`src/rtl/reg_file_param.sv`:
```
// ----------------------------------------------------------------------------
// reg_file_param
//   Parametrised two-read / one-write register file with an optional
//   hardwired-zero r0, selectable combinational or registered read ports, and
//   a multi-cycle clear sweep that reports writes dropped while it runs.
//
// Parameters
//   DATA_W    register / data width
//   ADDR_W    address width, DEPTH = 2**ADDR_W
//   REG_READ  0 = combinational read, 1 = registered read (latency 1)
//   ZERO_REG  1 = register 0 reads 0, writes to it are discarded
//
// Ports
//   clk                 rising-edge clock
//   reset               synchronous active-high reset
//   wr, wr_addr, d_in   write port
//   rd_addr_a, d_out_a  read port A
//   rd_addr_b, d_out_b  read port B
//   clr_req             start a clear sweep (ignored while one is running)
//   busy                sweep in progress, writes are rejected
//   wr_drop             one-cycle pulse after a write rejected by busy
//
// Build option
//   RF_BYPASS_EN  defined: an accepted write to the address being read is
//                 forwarded to that read port (write-through / write-first).
//                 undefined: read-first.
//
// Clear FSM
//   state | meaning
//   IDLE  | normal operation, writes accepted
//   SWEEP | clearing mem[r_ptr] each cycle, writes dropped
// ----------------------------------------------------------------------------
module reg_file_param #(
    parameter int DATA_W   = 16,
    parameter int ADDR_W   = 3,
    parameter int REG_READ = 0,
    parameter int ZERO_REG = 0
) (
    input  logic              clk,
    input  logic              reset,
    input  logic              wr,
    input  logic [ADDR_W-1:0] wr_addr,
    input  logic [DATA_W-1:0] d_in,
    input  logic [ADDR_W-1:0] rd_addr_a,
    input  logic [ADDR_W-1:0] rd_addr_b,
    output logic [DATA_W-1:0] d_out_a,
    output logic [DATA_W-1:0] d_out_b,
    input  logic              clr_req,
    output logic              busy,
    output logic              wr_drop
);

    localparam int DEPTH = 2 ** ADDR_W;

`ifdef RF_BYPASS_EN
    localparam bit BYPASS = 1'b1;
`else
    localparam bit BYPASS = 1'b0;
`endif

    typedef enum logic {
        IDLE  = 1'b0,
        SWEEP = 1'b1
    } state_t;

    state_t            r_state;
    state_t            w_state_nxt;
    logic [ADDR_W-1:0] r_ptr;
    logic [ADDR_W-1:0] w_ptr_nxt;
    logic              w_sweep_clr;

    logic [DATA_W-1:0] r_mem [DEPTH];
    logic              r_wr_drop;

    logic              w_busy;
    logic              w_wr_acc;
    logic              w_wr_store;

    logic              w_zero_a;
    logic              w_zero_b;
    logic              w_byp_a;
    logic              w_byp_b;
    logic [DATA_W-1:0] w_rd_a;
    logic [DATA_W-1:0] w_rd_b;

    assign w_busy   = (r_state == SWEEP);
    assign busy     = w_busy;
    assign wr_drop  = r_wr_drop;

    // An accepted write to r0 with ZERO_REG set is swallowed here, so it
    // neither updates the array nor feeds the bypass path.
    assign w_wr_acc   = wr && !w_busy;
    assign w_wr_store = w_wr_acc && !((ZERO_REG != 0) && (wr_addr == '0));

    // ------------------------------------------------------------------
    // Clear FSM
    // ------------------------------------------------------------------
    always_ff @(posedge clk) begin
        if (reset) begin
            r_state <= IDLE;
            r_ptr   <= '0;
        end else begin
            r_state <= w_state_nxt;
            r_ptr   <= w_ptr_nxt;
        end
    end

    always_comb begin
        w_state_nxt = r_state;
        w_ptr_nxt   = r_ptr;
        w_sweep_clr = 1'b0;
        case (r_state)
            IDLE: begin
                if (clr_req) begin
                    w_state_nxt = SWEEP;
                    w_ptr_nxt   = '0;
                end
            end
            SWEEP: begin
                w_sweep_clr = 1'b1;
                w_ptr_nxt   = r_ptr + ADDR_W'(1);
                if (r_ptr == ADDR_W'(DEPTH - 1)) begin
                    w_state_nxt = IDLE;
                end
            end
            default: begin
                w_state_nxt = IDLE;
            end
        endcase
    end

    // ------------------------------------------------------------------
    // Storage. A store and a sweep clear never coincide: stores need
    // busy low, clears only happen in SWEEP.
    // ------------------------------------------------------------------
    always_ff @(posedge clk) begin
        if (reset) begin
            for (int i = 0; i < DEPTH; i++) begin
                r_mem[i] <= '0;
            end
        end else begin
            if (w_wr_store) begin
                r_mem[wr_addr] <= d_in;
            end
            if (w_sweep_clr) begin
                r_mem[r_ptr] <= '0;
            end
        end
    end

    always_ff @(posedge clk) begin
        if (reset) begin
            r_wr_drop <= 1'b0;
        end else begin
            r_wr_drop <= wr && w_busy;
        end
    end

    // ------------------------------------------------------------------
    // Read data selection (shared by both read modes)
    // ------------------------------------------------------------------
    assign w_zero_a = (ZERO_REG != 0) && (rd_addr_a == '0);
    assign w_zero_b = (ZERO_REG != 0) && (rd_addr_b == '0);
    assign w_byp_a  = BYPASS && w_wr_store && (wr_addr == rd_addr_a);
    assign w_byp_b  = BYPASS && w_wr_store && (wr_addr == rd_addr_b);

    assign w_rd_a = w_zero_a ? '0 : (w_byp_a ? d_in : r_mem[rd_addr_a]);
    assign w_rd_b = w_zero_b ? '0 : (w_byp_b ? d_in : r_mem[rd_addr_b]);

    generate
        if (REG_READ != 0) begin : g_reg_rd
            logic [DATA_W-1:0] r_dout_a;
            logic [DATA_W-1:0] r_dout_b;

            always_ff @(posedge clk) begin
                if (reset) begin
                    r_dout_a <= '0;
                    r_dout_b <= '0;
                end else begin
                    r_dout_a <= w_rd_a;
                    r_dout_b <= w_rd_b;
                end
            end

            assign d_out_a = r_dout_a;
            assign d_out_b = r_dout_b;
        end else begin : g_comb_rd
            assign d_out_a = w_rd_a;
            assign d_out_b = w_rd_b;
        end
    endgenerate

endmodule

```
`config.mk`:
```
export PLATFORM = sky130hd
export DESIGN_NAME = reg_file_param
export DESIGN_NICKNAME = d
export VERILOG_FILES = /design/src/rtl/reg_file_param.sv
export SDC_FILE = /design/constraint.sdc
export NUM_CORES = 1
export LEC_CHECK = 0
export CAP_MARGIN = 20
export CORE_MARGIN = 2
export CORE_UTILIZATION = 36
export DETAILED_ROUTE_END_ITERATION = 10
export GPL_ROUTABILITY_DRIVEN = 0
export PLACE_DENSITY_LB_ADDON = 0.3
export SETUP_SLACK_MARGIN = 0.3
export SYNTH_ARGS = -nofsm -noshare
export SYNTH_HDL_FRONTEND = slang
export SYNTH_SLANG_ARGS = --single-unit
```
`constraint.sdc`:
```
create_clock -name clk -period 3.3 [get_ports clk]
set_input_delay 0.825 -clock clk [delete_from_list [all_inputs] [get_ports clk]]
set_output_delay 0.825 -clock clk [all_outputs]
set_load 0.02 [all_outputs]
```
==> impl_metrics.yaml <==
run_status:
  status: "finished clean"
cells_and_area:
  fin_util_pct: 45.6
  fin_nets: 626
  fin_area_sq_mm: 0.00917
  multiInputGateArea_sq_mm: 0.00308
  final_cells: 877
  synthToLayoutAreaGrowth_pct: 25.1
  layout-drive-gt1-share_pct: 28.5
  insertedDiodeCount: 0
  regArea_sq_mm: 0.00394
  fillCellCount: 1769
setup_path:
  crit_type: "in2out"
  required_ns: 2.47
  endpoint_kind: "primary output"
  cp_slowest_cell: "mux4_2"
  worstPathCellList: "buf_16, clkbuf_16, buf_4, mux4_2, mux2_2, buf_2"
  slowest_delay_ns: 0.48
  cp-start-kind: "input port"
  critPathMaxFanout: 6
  worstPathArrival_ns: 2.15
clock_network:
  path_clk_slew_ns: 0.06
  clockBufferDepth: 2
  cts_inserted_buffers: 17
  htree_levels: 4
  worst_skew_pair.late_latency_ns: 0.42
  cts_tree: "built"
  cts.sinks: 133
  cts_root_buf: "clkbuf_16"
timing:
  hold_viol_final: 0
  fin_setup_tns_ns: 0
  fmax_mhz: 336
  drv_slew: 0
  whs_ns: 0.569
  setup_slack_ns: 0.324
  fin_crit_ns: 2.98
  relSlewSlack_pct: 40.9
  finalSetupViolations: 0
  worst_slew_pin_slew_ns: 0.885
  skew_ns: 0.00800
  rsz0062_at_grt: "false"
  fin_crit_sh_pct: 90.2
placement:
  hpwlAfterDp_um: 11300
  dp.cells: 823
  io_buffer_count: 62
  pre_cts_slack_ns: -0.305
  post_dp_cell_area_sq_mm: 0.00833
yosys:
  syn-instance-count: 514
  syn_avg_cell_area_sq_um: 14.3
  yosys_warnings: 0
  ys_async_sr_fraction_pct: 0
  ys_ff_latch: 133
  synth_area_sq_mm: 0.00733
  synth_ff_type: "edfxtp_1"
  syn_nets: 545
  ys_seq_area_share_pct: 53.8
  synth_cell_types: 27
  synth_edf_count: 128
detailed_routing:
  ant_nets: 0
  post_drt_wl_per_cell_um: 23.2
  dr.pass1.iters: 6
  drt-total-wl_um: 20400
  via_count: 4960
  dr.first_iter.drc_count: 412
  via_per_inst: 5.66
  drc: 0
floorplanning:
  core_sq_mm: 0.0201
  io-pin-count: 63
  fp.dieW_um: 147
  die-area_sq_mm: 0.0215
  die_y_um: 147
  start_util_pct: 36.5
  core.rowCount: 52
global_route:
  grt_usage_pct: 19.3
  antenna_found_initial: 0
  use_met3_pct: 3.45
  grt_max_degree: 65
  grt_pass1_wl_um: 30500
  grt_pass1_vias: 5165
  grt_util_met1_pct: 24.0
  use_met2_pct: 33.8
  top_usage_layer: "met2"
  grt_overflow: 0
job:
  maxCapViolCount: 0
pwr:
  leakage_nw: 3.42
  peakVddDrop_uv: 381
  fin_total_pwr_mw: 4.49
  power_density_mw_per_mm2: 490
hold_path:
  hold_class: "reg2reg"
## cells in the final DEF, fill, tap and decap left out, types with 2 or more instances in the layout
cell type,Yosys,layout
clkinv_2,0,4
a21oi_1,6,6
mux4_2,8,26
buf_12,0,14
clkinvlp_4,0,2
bufinv_16,0,2
clkbuf_1,12,3
nor2b_1,3,3
nand3_1,55,55
nor3b_1,3,3
mux2_2,32,28
mux4_1,56,38
clkdlybuf4s50_1,0,26
nor3_1,18,18
nor4bb_1,2,2
dfxtp_1,5,5
nor2_1,119,119
clkbuf_16,0,20
o21bai_1,10,8
o21bai_4,0,2
ha_1,2,2
clkinv_1,0,2
and2_1,2,2
edfxtp_1,128,128
mux2_4,0,4
buf_16,0,9
buf_2,17,27
nand2_1,9,9
buf_4,0,30
clkdlybuf4s15_2,0,2
## critical path: cells and delay by family
family / cells / cell delay, ns
buffers and inverters: 4 / 0.56
multiplexers: 2 / 0.75
## Yosys cell counts, types with 2 or more instances
cell type | number | share of area, %
clkbuf_2 | 2 | 0.14
nor2b_1 | 3 | 0.26
buf_2 | 17 | 1.2
mux4_2 | 8 | 2.5
nor2_1 | 119 | 6.1
and2_1 | 2 | 0.17
nand3_1 | 55 | 3.8
nor3_1 | 18 | 1.2
mux4_1 | 56 | 20
dfxtp_1 | 5 | 1.4
o21bai_1 | 10 | 1.0
buf_6 | 9 | 1.4
mux2_2 | 32 | 4.9
nor4bb_1 | 2 | 0.27
a21oi_1 | 6 | 0.41
buf_1 | 10 | 0.51
nor3b_1 | 3 | 0.31
nand2_1 | 9 | 0.46
clkbuf_1 | 12 | 0.61
ha_1 | 2 | 0.34
edfxtp_1 | 128 | 52
## layer usage
layer	vias up	part of all wire [%]
met2	189	52
met4	0	2.1
met1	2560	41
met3	36	5.1
li1	2175	-
met5	-	0
## state kept, by name, indices dropped and copies added (netlist names)
signal / cells
busy: 1
r_mem: 128
r_ptr: 3
wr_drop: 1
## final timing paths
check | from | to | slack (ns) | cells after the start
worst min-delay path | r_ptr[0]$_SDFFE_PP0P_ | r_ptr[0]$_SDFFE_PP0P_ | 0.57 | 2
worst max register to register | busy$_SDFF_PP0_ | r_mem[2][15]$_SDFFCE_PN0P_ | 1.18 | 4
worst min register to register | r_ptr[0]$_SDFFE_PP0P_ | r_ptr[0]$_SDFFE_PP0P_ | 0.57 | 2
worst max-delay path | rd_addr_b[0] | d_out_b[0] | 0.32 | 6
## final cells by class
cell class | count | share of cell area (%)
clock inverters | 11 | 1.21
well taps | 270 | 3.69
multi-input cells | 330 | 33.6
flip-flops and latches | 133 | 43.0
inverters | 1 | 0.0409
clock buffers | 20 | 4.76
repair buffers | 112 | 13.7
## cells by family (layout without fill, tap and decap cells)
| family | count (synthesis) | after routing | synth area share [%] |
|---|---|---|---|
| mux | 97 | 97 | 27.6 |
| simple gates | 214 | 214 | 12.9 |
| fa+ha+maj | 2 | 2 | 0.341 |
| flops | 133 | 133 | 53.8 |
| buf+inv | 51 | 144 | 3.86 |
| compound gates | 17 | 17 | 1.54 |
## repair_timing
item                                    CTS  global route
gates cloned                              7             3
pin swaps                                 0             0
gates resized for setup                 149            36
buffers inserted                          7             6
hold buffers                              0             0
endpoints found under the setup margin   32            25
## where the power goes
| group | internal (mW) | total [mW] | switching [mW] | leakage [nW] |
|---|---|---|---|---|
| clock | 1.09 | 1.77 | 0.680 | 0.264 |
| combinational | 0.345 | 0.726 | 0.381 | 1.78 |
| sequential | 1.95 | 1.99 | 0.0474 | 1.38 |
| total | 3.39 | 4.49 | 1.11 | 3.42 |
Note: power is estimated with default switching activity, not from simulation.
==> patch (config.mk and constraints unchanged) <==
`ADDR_W`: 3 -> 4.
--- a/src/rtl/reg_file_param.sv
+++ b/src/rtl/reg_file_param.sv
@@ -34,3 +34,3 @@
     parameter int DATA_W   = 16,
-    parameter int ADDR_W   = 3,
+    parameter int ADDR_W   = 4,
     parameter int REG_READ = 0,
Ports: changed (resized rd_addr_a, rd_addr_b and wr_addr); port bits go from 63 to 66. The function was not compared with the original's and may differ.
==> patch against the original RTL <==
  * Design area up 98%
  * Total power increased by 93%
  * Sequential cell count is 129 higher
  * Sequential share of layout area is 0.072 points higher
  * Setup slack got worse by 0.095 ns
  * Routed wire length rose by 140%
  * Area after synthesis is 92% higher
  * Via count up 110%
  * Core utilization is 1.3 points higher
  * Critical path type unchanged
==> patch: results (changes against the original RTL) <==
DR vias/cell - 6.25 (+11%)
FF-to-FF path depth - 6 (+2)
Largest net degree at the start of global routing - 52 (-20%)
Non-clk invs - 5 (+4)
Synth Net Count - 1,001 (+84%)
Cells after Synth - 968 (+88%)
Synth cell types - 44 (+63%)
Status - complete, no violations
Sequential power - 3.87 mW (+94%)
Register area share after synthesis - 55.5% (+1.7 points)
DP Area - 16,500 µm² (+98%)
Fillers - 3,366 (+90%)
Worst-path fanout max - 8 (+2)
H-tree levels - 1 (-3)
Non-clock buffering overhead - 13.4% (-0.33 points)
Pre-CTS WS - -0.278 ns (+0.0272 ns)
First-pass GRT wire length - 71,700 µm (+130%)
Non-Clock Buffer Count - 198 (+77%)
Clk tree area frac - 5.33% (-0.65 points)
EDFF count, synth - 256 (+100%)
R2r setup slk - 0.85 ns (-0.33 ns)
Mapped cell area - 14,100 µm² (+92%)
Share of cells above drive strength 1 - 41.8% (+13 points)
Final HPWL DP - 31,300 µm (+180%)
Hold Startpoint - r_ptr[2]
Top post-synthesis cells by count - edfxtp_1, nor3_1, mux4_2
Drt wl/cell - 29.8 µm (+28%)
# Post-CTS Setup Buffers - 12 (+5)
#MultiIn Comb - 598 (+81%)
Multi-input logic area - 6250 µm² (+100%)
Critical path endpoint - d_out_b[12]
Hold endpoint - r_ptr[2]
Clock buffers - 41 (+110%)
Power per cell area - 479 nW/µm² (-2.3%)
CP peak stage delay - 0.50 ns (+0.02 ns)
Slew margin rel. - 29.3% (-12 points)
Top cells by area, synth - edfxtp_1, mux4_2, nor3_1
Switching pwr - 2.30 mW (+110%)
IO buf count - 65 (+4.8%)
Reg area - 7810 µm² (+98%)
Post-Layout Cell Count - 1,636 (+87%)
Clock power share - 38.4% (-1.1 points)
R2r endpoint - r_mem[14][3]
Post-cts sizing count - 201 (+35%)
Clock Tree Buf Depth - 3 (+1)
## patch: cell count changes after synthesis, sizes merged, moves of 41 or more
cell,change
mux4,+64
nor3,+176
nand2,+41
a22oi,+64
edfxtp,+128
nor2,-81
## patch: metal layers
metal  GRT usage, %  part of all wire [%]  vias up
li1               -                     -     4207
met1           32.2                    38     5277
met2           39.9                    49      636
met3           4.54                    10      108
met4           7.67                   2.8        0
met5              0                     0        -
## patch: critical path, delay by kind of cell
family / cells / cell delay [ns]
buffers and inverters: 4 / 0.59
multiplexers: 1 / 0.50
AO/OA/AOI/OAI: 1 / 0.24
AND/OR/NAND/NOR: 1 / 0.08
## patch: kinds of logic after synthesis
kind of cell	Yosys count	synth area share (%)
DFF	262	55.5
adders and majority gates	1	0.0889
buffers and inverters	108	3.88
AOI/OAI and AO/OA	93	4.95
and+or+nand+nor	371	14.7
muxes	133	20.9
